**config.mk**
```make
export PLATFORM = sky130hd
export DESIGN_NAME = rx_frame_sequencer
export DESIGN_NICKNAME = d
export VERILOG_FILES = /design/src/rtl/rx_seq_pkg.sv /design/src/rtl/bit_period_timer.sv /design/src/rtl/rx_frame_sequencer.sv
export SDC_FILE = /design/constraint.sdc
export NUM_CORES = 1
export LEC_CHECK = 0
export BUFFER_PORTS_ARGS = -buffer_cell sky130_fd_sc_hd__buf_2
export CORE_MARGIN = 2
export CORE_UTILIZATION = 50
export CTS_CLUSTER_DIAMETER = 120
export DETAILED_ROUTE_END_ITERATION = 10
export PLACE_DENSITY = 0.8
export SYNTH_ARGS = -nofsm -noshare
export SYNTH_HDL_FRONTEND = slang
export SYNTH_HIERARCHICAL = 1
export SYNTH_SLANG_ARGS = --single-unit
```
**constraint.sdc**
```tcl
create_clock -name clk -period 2.6 [get_ports clk]
set_input_delay 0.13 -clock clk [delete_from_list [all_inputs] [get_ports clk]]
set_output_delay 0.13 -clock clk [all_outputs]
set_load 0.005 [all_outputs]
```
**src/rtl/rx_seq_pkg.sv**
```systemverilog
// rtl/rx_seq_pkg.sv - shared state encoding and default timing for the 8N1 receive sequencer
package rx_seq_pkg;

  typedef enum logic [2:0] {
    IDLE,
    START_CHK,
    RECV,
    STOP_CHK,
    LOAD
  } rx_state_t;

  localparam int unsigned DEF_CLKS_PER_BIT = 10;
  localparam int unsigned DEF_NUM_BITS     = 9;

endpackage

```
**src/rtl/bit_period_timer.sv**
```systemverilog
// rtl/bit_period_timer.sv - clearable up-counter that wraps from the rollover value back to 1
module bit_period_timer #(
  parameter int unsigned MAX_VAL = 10,
  parameter int unsigned W       = $clog2(MAX_VAL + 1)
) (
  input  logic         clk,
  input  logic         n_rst,
  input  logic         clear_i,
  input  logic         enable_i,
  input  logic [W-1:0] rollover_val_i,
  output logic [W-1:0] count_o,
  output logic         rollover_flag_o
);

  logic [W-1:0] count_q, count_d;

  always_ff @(posedge clk or negedge n_rst) begin
    if (!n_rst) begin
      count_q <= '0;
    end else begin
      count_q <= count_d;
    end
  end

  // clear has priority so the FSM can restart a period in the same cycle it stops counting
  always_comb begin
    count_d = count_q;
    if (clear_i) begin
      count_d = '0;
    end else if (enable_i) begin
      count_d = (count_q == rollover_val_i) ? W'(1) : count_q + W'(1);
    end
  end

  assign count_o         = count_q;
  assign rollover_flag_o = (count_q == rollover_val_i);

endmodule

```
**src/rtl/rx_frame_sequencer.sv**
```systemverilog
// rtl/rx_frame_sequencer.sv - 8N1 receive control: start detect, mid-bit strobes, stop check, output buffer
module rx_frame_sequencer
  import rx_seq_pkg::*;
#(
  parameter int unsigned CLKS_PER_BIT = DEF_CLKS_PER_BIT,
  parameter int unsigned NUM_BITS     = DEF_NUM_BITS
) (
  input  logic       clk,
  input  logic       n_rst,
  input  logic       serial_in,
  input  logic [7:0] packet_data,
  input  logic       stop_bit,
  input  logic       data_read,
  output logic       shift_strobe,
  output logic [7:0] rx_data,
  output logic       data_ready,
  output logic       framing_error,
  output logic       overrun_error
);

  localparam int unsigned TW = $clog2(CLKS_PER_BIT + 1);
  localparam int unsigned BW = $clog2(NUM_BITS + 1);
  localparam logic [TW-1:0] T_MAX  = TW'(CLKS_PER_BIT);
  localparam logic [TW-1:0] T_HALF = TW'(CLKS_PER_BIT / 2 - 1);
  localparam logic [BW-1:0] B_MAX  = BW'(NUM_BITS);
  localparam logic [BW-1:0] B_LAST = BW'(NUM_BITS - 1);

  rx_state_t   state_q, state_d;
  logic        sync1_q, sync_q, prev_q;
  logic [7:0]  rx_data_q, rx_data_d;
  logic        ready_q, ready_d;
  logic        framing_q, framing_d;
  logic        overrun_q, overrun_d;
  logic        t_clear, t_en, t_roll;
  logic        b_clear, b_en, b_roll;
  logic [TW-1:0] t_count;
  logic [BW-1:0] b_count;
  logic        strobe;
  logic        start_edge;

  bit_period_timer #(.MAX_VAL(CLKS_PER_BIT), .W(TW)) u_bit_timer (
    .clk            (clk),
    .n_rst          (n_rst),
    .clear_i        (t_clear),
    .enable_i       (t_en),
    .rollover_val_i (T_MAX),
    .count_o        (t_count),
    .rollover_flag_o(t_roll)
  );

  bit_period_timer #(.MAX_VAL(NUM_BITS), .W(BW)) u_bit_count (
    .clk            (clk),
    .n_rst          (n_rst),
    .clear_i        (b_clear),
    .enable_i       (b_en),
    .rollover_val_i (B_MAX),
    .count_o        (b_count),
    .rollover_flag_o(b_roll)
  );

  assign start_edge = prev_q & ~sync_q;

  always_ff @(posedge clk or negedge n_rst) begin
    if (!n_rst) begin
      state_q   <= IDLE;
      sync1_q   <= 1'b1;
      sync_q    <= 1'b1;
      prev_q    <= 1'b1;
      rx_data_q <= '0;
      ready_q   <= 1'b0;
      framing_q <= 1'b0;
      overrun_q <= 1'b0;
    end else begin
      state_q   <= state_d;
      sync1_q   <= serial_in;
      sync_q    <= sync1_q;
      prev_q    <= sync_q;
      rx_data_q <= rx_data_d;
      ready_q   <= ready_d;
      framing_q <= framing_d;
      overrun_q <= overrun_d;
    end
  end

  always_comb begin
    state_d   = state_q;
    t_clear   = 1'b0;
    t_en      = 1'b0;
    b_clear   = 1'b0;
    b_en      = 1'b0;
    strobe    = 1'b0;
    rx_data_d = rx_data_q;
    ready_d   = ready_q;
    framing_d = framing_q;
    overrun_d = overrun_q;

    if (data_read && ready_q) begin
      ready_d   = 1'b0;
      overrun_d = 1'b0;
    end

    case (state_q)
      IDLE: begin
        // the edge cycle itself counts toward the half-bit wait
        t_clear = ~start_edge;
        t_en    = start_edge;
        if (start_edge) state_d = START_CHK;
      end
      START_CHK: begin
        t_en = 1'b1;
        if (t_count == T_HALF) begin
          t_clear = 1'b1;
          if (!sync_q) begin
            state_d   = RECV;
            b_clear   = 1'b1;
            framing_d = 1'b0;
          end else begin
            state_d = IDLE;
          end
        end
      end
      RECV: begin
        t_en = 1'b1;
        if (t_roll && !b_roll) begin
          strobe = 1'b1;
          b_en   = 1'b1;
          if (b_count == B_LAST) state_d = STOP_CHK;
        end
      end
      STOP_CHK: begin
        if (stop_bit) begin
          state_d = LOAD;
        end else begin
          framing_d = 1'b1;
          state_d   = IDLE;
        end
      end
      LOAD: begin
        rx_data_d = packet_data;
        ready_d   = 1'b1;
        overrun_d = data_read ? 1'b0 : (overrun_q | ready_q);
        state_d   = IDLE;
      end
      default: state_d = IDLE;
    endcase
  end

  assign shift_strobe  = strobe;
  assign rx_data       = rx_data_q;
  assign data_ready    = ready_q;
  assign framing_error = framing_q;
  assign overrun_error = overrun_q;

endmodule
```
==> flow_summary.rst, run 1 <==
.. list-table::
   :header-rows: 1

   * - Metric
     - Value
   * - Run status
     - finished clean
   * - Number of fill cells in the layout
     - 208
   * - Post-cts repair resize count
     - 0
   * - Root buffer cell
     - sky130_fd_sc_hd__clkbuf_4
   * - Critical Path Source Type
     - register
   * - Yosys top cell by area
     - sky130_fd_sc_hd__dfrtp_1
   * - Worst-case headroom to the max-slew limit
     - 63.3%
   * - Clock buffer count from CTS
     - 3
   * - Largest clock skew in the final design
     - 0.00656 ns
   * - Switching share of total power
     - 35.2%
   * - Internal Pwr Total
     - 0.737 mW
   * - Pleak
     - 0.756 nW
   * - Achievable frequency
     - 455 MHz
   * - Overall die height
     - 55.2 um
   * - Top cells by area, synth
     - sky130_fd_sc_hd__dfrtp_1, sky130_fd_sc_hd__mux2_2, sky130_fd_sc_hd__dfstp_2
   * - Vias in the first global route
     - 964
   * - Startpoint-to-endpoint class of the critical path
     - reg2reg
   * - Power share of the combinational group
     - 36.2%
   * - Worst-case register-to-register setup slack
     - 0.40 ns
   * - Mapped Avg Cell Area
     - 11.6 um^2
   * - First-pass GRT wire length
     - 4160 um
   * - Required time worst endpoint
     - 2.82 ns
   * - Setup_tns
     - 0 ns
   * - Net Sw Power
     - 0.400 mW
   * - Cells after Synth
     - 113
   * - Seq. cell area
     - 629 um^2
   * - CTS tree
     - built
   * - Fraction of power consumed by sequential logic
     - 48.9%
   * - Residual antenna-violating net count after detailed routing
     - 0
   * - Number of placement rows
     - 18
   * - Avg WL per Cell
     - 13.4 um
   * - Number of clock sinks
     - 25
   * - Peak VDD IR
     - 0.516 mV
   * - Cell area power density
     - 732 mW/mm^2
   * - Sum of net half-perimeters after detailed placement
     - 1760 um
   * - Latest clock arrival within the worst-skew pair
     - 0.32 ns
   * - Layout net count
     - 165
   * - RSZ-0062 raised after global routing
     - false
   * - Primary flip-flop cell chosen by synthesis mapping
     - sky130_fd_sc_hd__dfrtp_1
   * - Post-synthesis instance area
     - 0.00131 mm^2
   * - Pin count of the biggest net entering global routing
     - 26
   * - Critical Path Source
     - u_bit_timer/count_o[0]
   * - Overflow after GRT
     - 0
   * - Number of enable-type register cells in the synthesized netlist
     - 0
   * - Quantity of I/O buffers inserted on ports
     - 24
   * - Share of synthesized area occupied by flip-flops and latches
     - 48.0%
   * - Capture point of the worst reg-to-reg path
     - u_bit_count/count_o[2]
   * - Count of H-tree levels built during CTS
     - 1
   * - Multi-input logic area
     - 669 um^2
   * - Area growth from synthesis to layout
     - 18.6%
   * - Final-report max-slew violation count
     - 0
   * - Worst-path maximum fanout
     - 11
   * - Synth top area share
     - 42.0%
   * - Die X-Extent
     - 55.2 um
   * - Worst-case setup margin in the final layout
     - 0.401 ns
   * - DRC marker count from the first detailed-route iteration
     - 11
   * - Critical Path Sink Type
     - register
   * - Placeable core region
     - 0.00248 mm^2
   * - Final setup violation count
     - 0
   * - Shortest period the worst path allows
     - 2.20 ns
   * - Total count of hold-check failures in the final report
     - 0
   * - Number of warnings issued by yosys
     - 6
   * - Startpoint of the most critical register-to-register path
     - u_bit_timer/count_o[0]
   * - DR vias/cell
     - 5.41
   * - GRT Resource Usage Total
     - 19.9%
   * - Weighted congestion reported at the end of routability-driven placement
     - 0.831
   * - Clk pin slew, worst setup/hold paths
     - 0.13 ns
   * - Fraction of registers with async set or reset after synthesis
     - 100%
   * - Slew at the pin with the worst max-slew slack
     - 0.550 ns
   * - DR DRC count
     - 0
   * - Most instantiated library cell after synthesis
     - sky130_fd_sc_hd__dfrtp_1
   * - Fraction of final layout cells sized beyond drive strength 1
     - 34.9%
   * - Total Routed Length
     - 2400 um
   * - Overall die area
     - 0.00305 mm^2
   * - Capture point of the critical path
     - u_bit_count/count_o[2]
   * - Initial antenna violation count
     - 0
   * - Count of max-cap constraint violations
     - 0
   * - Distinct cell type count of the synthesized netlist
     - 39
   * - Share of total power in the clock network
     - 15.0%
   * - Iteration count of the initial detailed-routing pass
     - 3
   * - Starting density of the core
     - 52.9%
   * - Total vias in the final route
     - 968
   * - R2R depth
     - 6
   * - Top-level I/O count
     - 25
   * - Type of the tightest min-delay check
     - in2reg
   * - Buffer depth of the longest clock path
     - 2
   * - Final worst-path cycle share
     - 84.6%
   * - Number of antenna repair diodes
     - 0
   * - Data arrival time at the worst-slack endpoint
     - 2.42 ns
   * - Pre-CTS setup slack
     - 0.410 ns
   * - Register bit count reported by yosys
     - 25
   * - Most instantiated cells after synthesis
     - sky130_fd_sc_hd__dfrtp_1, sky130_fd_sc_hd__mux2_2, sky130_fd_sc_hd__nor2_1, sky130_fd_sc_hd__xor2_1, sky130_fd_sc_hd__nand2_1
==> stage by stage <==
step / hold WS [ns] / std cells / area, um^2 / power [mW] / util [%]
global route: 0.0197 / 179 / 1550 / 1.22 / 62.7
detailed placement: 0.150 / 172 / 1500 / 0.971 / 60.5
finish: 0.0230 / 179 / 1550 / 1.14 / 62.7
global placement: 0.144 / 172 / 1500 / 0.948 / 60.5
CTS: 0.0176 / 179 / 1550 / 1.14 / 62.7
floorplan: -0.166 / 119 / 1330 / 0.845 / -
==> power groups by stage <==
stage	Clock (mW)	Combinational, mW	Sequential (mW)
floorplan	0	0.319	0.526
global placement	0	0.394	0.554
detailed placement	0	0.409	0.562
CTS	0.175	0.414	0.556
global route	0.196	0.455	0.571
finish	0.170	0.411	0.556
==> cell type report <==
type	instances	area share [%]
timing repair buffer	31	11.6
tap	30	2.42
multi-input combinational	86	43.1
clock buffer	4	1.69
sequential	25	40.5
inverter	3	0.725
==> sequential cells by signal, summed over array words and instances, names as in the netlist <==
name,flops
prev_q,1
framing_error,1
u_bit_count/count_o,4
sync_q,1
overrun_error,1
data_ready,1
sync1_q,1
state_q,3
rx_data,8
u_bit_timer/count_o,4
==> what timing repair did <==
action	in CTS	in global routing
setup buffers	0	0
endpoints found under the hold margin	24	0
hold buffers	3	0
==> kinds of logic (layout without fill, tap and decap cells) <==
group                      after synthesis  count (layout)  share of synthesized area [%]
and+or+nand+nor                         38              38                           19.3
AOI/OAI and AO/OA                       18              18                           12.1
muxes                                   12              12                           10.1
DFF                                     25              25                           48.0
adders and majority gates                2               2                           1.91
xor gates and xnor gates                 8               8                           5.35
other                                    2               8                          0.573
buffers and inverters                    8              38                           2.58
==> cells in the final DEF (no fill, tap or decap), types with 2 or more instances in the layout <==
cell type / count
sky130_fd_sc_hd__a2111oi_2: 2
sky130_fd_sc_hd__buf_2: 24
sky130_fd_sc_hd__buf_4: 4
sky130_fd_sc_hd__clkbuf_4: 3
sky130_fd_sc_hd__conb_1: 8
sky130_fd_sc_hd__dfrtp_1: 22
sky130_fd_sc_hd__dfstp_2: 3
sky130_fd_sc_hd__dlygate4sd3_1: 3
sky130_fd_sc_hd__ha_1: 2
sky130_fd_sc_hd__inv_1: 3
sky130_fd_sc_hd__mux2_2: 10
sky130_fd_sc_hd__mux2i_1: 2
sky130_fd_sc_hd__nand2_1: 7
sky130_fd_sc_hd__nand2b_1: 3
sky130_fd_sc_hd__nand3_1: 2
sky130_fd_sc_hd__nand3b_1: 2
sky130_fd_sc_hd__nor2_1: 9
sky130_fd_sc_hd__nor2b_1: 2
sky130_fd_sc_hd__nor3b_1: 2
sky130_fd_sc_hd__nor4_4: 2
sky130_fd_sc_hd__o21a_1: 2
sky130_fd_sc_hd__o32ai_1: 4
sky130_fd_sc_hd__or2b_1: 2
sky130_fd_sc_hd__or4b_4: 2
sky130_fd_sc_hd__xor2_1: 8
==> critical path, cell delays in order (launching register included) <==
cell and delay [ns]:
sky130_fd_sc_hd__dfrtp_1 0.46, sky130_fd_sc_hd__xor2_1 0.19, sky130_fd_sc_hd__nor4_4 0.39, sky130_fd_sc_hd__and4b_1 0.47, sky130_fd_sc_hd__nand2_1 0.10, sky130_fd_sc_hd__mux2_2 0.27
sky130_fd_sc_hd__o32ai_1 0.23
==> metal layers <==
metal  global-route usage, %  vias to the layer above  share of wire [%]
met5                       0                        -                  0
met4                    11.4                        0                2.2
met3                    3.49                        5                3.8
met2                    36.1                       24                 51
met1                    21.7                      469                 43
li1                        -                      470                  -
==> how the worst min path moves through the flow <==
stage | startpoint | end | cells after the start
detailed placement | n_rst | rx_data[7] | 1
floorplan | n_rst | data_ready | 0
finish | stop_bit | state_q[2] | 3
global placement | n_rst | u_bit_timer/count_o[3] | 1
global route | packet_data[0] | rx_data[0] | 2
CTS | stop_bit | state_q[2] | 3
Note: power is estimated with default switching activity, not from simulation.
==> inputs of run 2 (changes only) <==
==> constraint.sdc (replaced) <==
create_clock -name clk -period 2.2 [get_ports clk]
set_input_delay 0.11 -clock clk [delete_from_list [all_inputs] [get_ports clk]]
set_output_delay 0.11 -clock clk [all_outputs]
set_load 0.005 [all_outputs]
==> flow_summary.rst, run 2 (same netlist as run 1, synthesis figures left out) <==
.. list-table::
   :header-rows: 1

   * - Metric
     - Value
   * - Clk pin slew, worst setup/hold paths
     - 0.14 ns (about the same)
   * - Power consumption
     - 1.36 mW (+20%)
   * - Achievable frequency
     - 501 MHz
   * - Root buffer cell
     - sky130_fd_sc_hd__clkbuf_4
   * - Cell type of the slowest stage on the worst timing path
     - sky130_fd_sc_hd__dfrtp_1
   * - Latest clock arrival within the worst-skew pair
     - 0.32 ns (about the same)
   * - Number of clock sinks
     - 25 (unchanged)
   * - Total Routed Length
     - 2420 um (+0.46%)
   * - Run status
     - finished clean
   * - First-pass GRT wire length
     - 4010 um (-3.7%)
   * - CP bufs+invs
     - 2 (+2)
   * - Weighted congestion reported at the end of routability-driven placement
     - 0.774 (-6.8%)
   * - Post-cts repair resize count
     - 0 (unchanged)
   * - Iteration count of the initial detailed-routing pass
     - 4 (+1)
   * - Overall die height
     - 55.2 um (unchanged)
   * - Overflow after GRT
     - 0 (unchanged)
   * - Hold slack final
     - 0.00960 ns (-0.0134 ns)
   * - DR DRC count
     - 0 (unchanged)
   * - DR vias/cell
     - 5.42 (+0.30%)
   * - Setup_tns
     - 0 ns (unchanged)
   * - Residual antenna-violating net count after detailed routing
     - 0 (unchanged)
   * - Pre-CTS setup slack
     - 0.280 ns (-0.130 ns)
   * - Placeable core region
     - 0.00248 mm^2 (unchanged)
   * - Initial antenna violation count
     - 0 (unchanged)
   * - Highest cell delay on the worst timing path
     - 0.47 ns (about the same)
   * - Worst-case headroom to the max-slew limit
     - 63.4% (about the same)
   * - Area growth from synthesis to layout
     - 22.1%
   * - Final setup violation count
     - 0 (unchanged)
   * - Pleak
     - 0.783 nW (+3.6%)
   * - Type of the tightest min-delay check
     - in2reg
   * - CTS tree
     - built
   * - Sum of net half-perimeters after detailed placement
     - 1850 um (+4.9%)
   * - DRC marker count from the first detailed-route iteration
     - 4 (-7)
   * - Clock buffer count from CTS
     - 3 (unchanged)
   * - Starting density of the core
     - 52.9% (unchanged)
   * - Vias in the first global route
     - 963 (-0.10%)
   * - Commonest cells after routing, fill and taps aside
     - sky130_fd_sc_hd__buf_2, sky130_fd_sc_hd__dfrtp_1, sky130_fd_sc_hd__mux2_2
   * - Layout Cell Area excl Fill
     - 0.00160 mm^2 (+2.9%)
   * - Peak VDD IR
     - 0.730 mV (+41%)
   * - Data arrival time at the worst-slack endpoint
     - 1.89 ns (-0.53 ns)
   * - Count of max-cap constraint violations
     - 0 (unchanged)
   * - Critical Path Source Type
     - register
   * - Final worst-path cycle share
     - 90.7%
   * - Number of placement rows
     - 18 (unchanged)
   * - Cell area power density
     - 851 mW/mm^2 (+16%)
   * - Largest clock skew in the final design
     - 0.00848 ns (+0.00192 ns)
   * - Number of antenna repair diodes
     - 0 (unchanged)
   * - Die X-Extent
     - 55.2 um (unchanged)
   * - GRT Resource Usage Total
     - 18.8% (-1.1 points)
   * - Fraction of final layout cells sized beyond drive strength 1
     - 36.4% (+1.5 points)
   * - Total vias in the final route
     - 998 (+3.1%)
   * - Quantity of I/O buffers inserted on ports
     - 24 (unchanged)
   * - Worst-case setup margin in the final layout
     - 0.205 ns (-0.197 ns)
   * - Kind of cell adding the most delay to the critical path
     - simple AND/OR/NAND/NOR gates
   * - Crit-path cells
     - xor2_1, nor4_4, and4b_1, buf_4, buf_2
   * - Layout net count
     - 170 (+3.0%)
   * - Top-level I/O count
     - 25 (unchanged)
   * - Post-DP Area
     - 0.00152 mm^2 (+1.6%)
   * - Startpoint-to-endpoint class of the critical path
     - reg2out
   * - Total count of hold-check failures in the final report
     - 0 (unchanged)
   * - Slew at the pin with the worst max-slew slack
     - 0.549 ns (-0.000598 ns)
   * - Critical Path Sink Type
     - primary output
   * - Avg WL per Cell
     - 13.1 um (-2.3%)
   * - Shortest period the worst path allows
     - 2.00 ns
   * - Max FFs per register
     - 8 (unchanged)
   * - Most frequent standard cell in the layout excluding fill and tap cells
     - sky130_fd_sc_hd__buf_2
   * - Required time worst endpoint
     - 2.09 ns (-0.73 ns)
   * - RSZ-0062 raised after global routing
     - false
   * - Buffer depth of the longest clock path
     - 2 (unchanged)
   * - Worst-path maximum fanout
     - 8 (-3)
   * - Final-report max-slew violation count
     - 0 (unchanged)
   * - Overall die area
     - 0.00305 mm^2 (unchanged)
   * - Pin count of the biggest net entering global routing
     - 26 (unchanged)
   * - Count of H-tree levels built during CTS
     - 1 (unchanged)
==> run 2: changes by cell type in the layout (fill, tap and decap cells not counted) <==
cell / change
sky130_fd_sc_hd__dlygate4sd3_1: +2
sky130_fd_sc_hd__clkbuf_1: -1
sky130_fd_sc_hd__buf_4: +3
sky130_fd_sc_hd__clkinv_2: +1
sky130_fd_sc_hd__a2111oi_0: -1
sky130_fd_sc_hd__a2111oi_1: +1
==> run 2: worst paths after layout <==
path / start / to / slack (ns) / cells after the start
min: packet_data[0] / rx_data[0] / 0.01 / 2
max reg2reg: u_bit_timer/count_o[1] / u_bit_timer/count_o[1] / 0.26 / 5
min reg2reg: sync1_q / sync_q / 0.36 / 0
max in group asynchronous: n_rst / sync_q / 1.55 / 2
max: u_bit_timer/count_o[0] / shift_strobe / 0.20 / 5
min in group asynchronous: n_rst / rx_data[5] / 0.28 / 2
==> run 2: what timing repair did <==
item	CTS	global route
endpoints found under the hold margin	25	1
hold buffers	4	1
setup buffers	0	0
==> run 2: worst register-to-register path, stage by stage (launching register included) <==
cell and delay (ns):
sky130_fd_sc_hd__dfrtp_1 0.45, sky130_fd_sc_hd__or4b_4 0.58, sky130_fd_sc_hd__a2111oi_1 0.41, sky130_fd_sc_hd__buf_4 0.21, sky130_fd_sc_hd__nand3b_1 0.12, sky130_fd_sc_hd__o32ai_1 0.07
==> run 2: layout make-up <==
type | instances | area, um^2
Clock inverter | 1 | 5.00
Inverter | 3 | 11.3
Tap cell | 30 | 37.5
Multi-Input combinational cell | 86 | 671
Fill cell | 215 | 878
Sequential cell | 25 | 629
Clock buffer | 3 | 22.5
Timing Repair Buffer | 36 | 223
==> run 2: power breakdown <==
group	switching (mW)	total (mW)	internal, mW
Combinational	0.236	0.504	0.267
Sequential	0.109	0.653	0.544
Clock	0.136	0.205	0.0681
Total	0.482	1.36	0.879
==> run 2: stage by stage <==
| stage | util [%] | instances |
|---|---|---|
| 3_5_place_dp | 61.4 | 175 |
| 3_3_place_gp | 61.4 | 175 |
| 6_report | 64.5 | 184 |
| 5_1_grt | 64.5 | 184 |
| 4_1_cts | 64.1 | 183 |
| 2_1_floorplan | - | 119 |
==> run 2: routing by layer <==
layer	GRT usage, %	up-vias	part of all wire, %
met5	0	-	0
met4	8.13	0	1.2
met3	3.76	4	4.0
met2	35.7	23	54
met1	19.9	490	41
li1	-	481	-
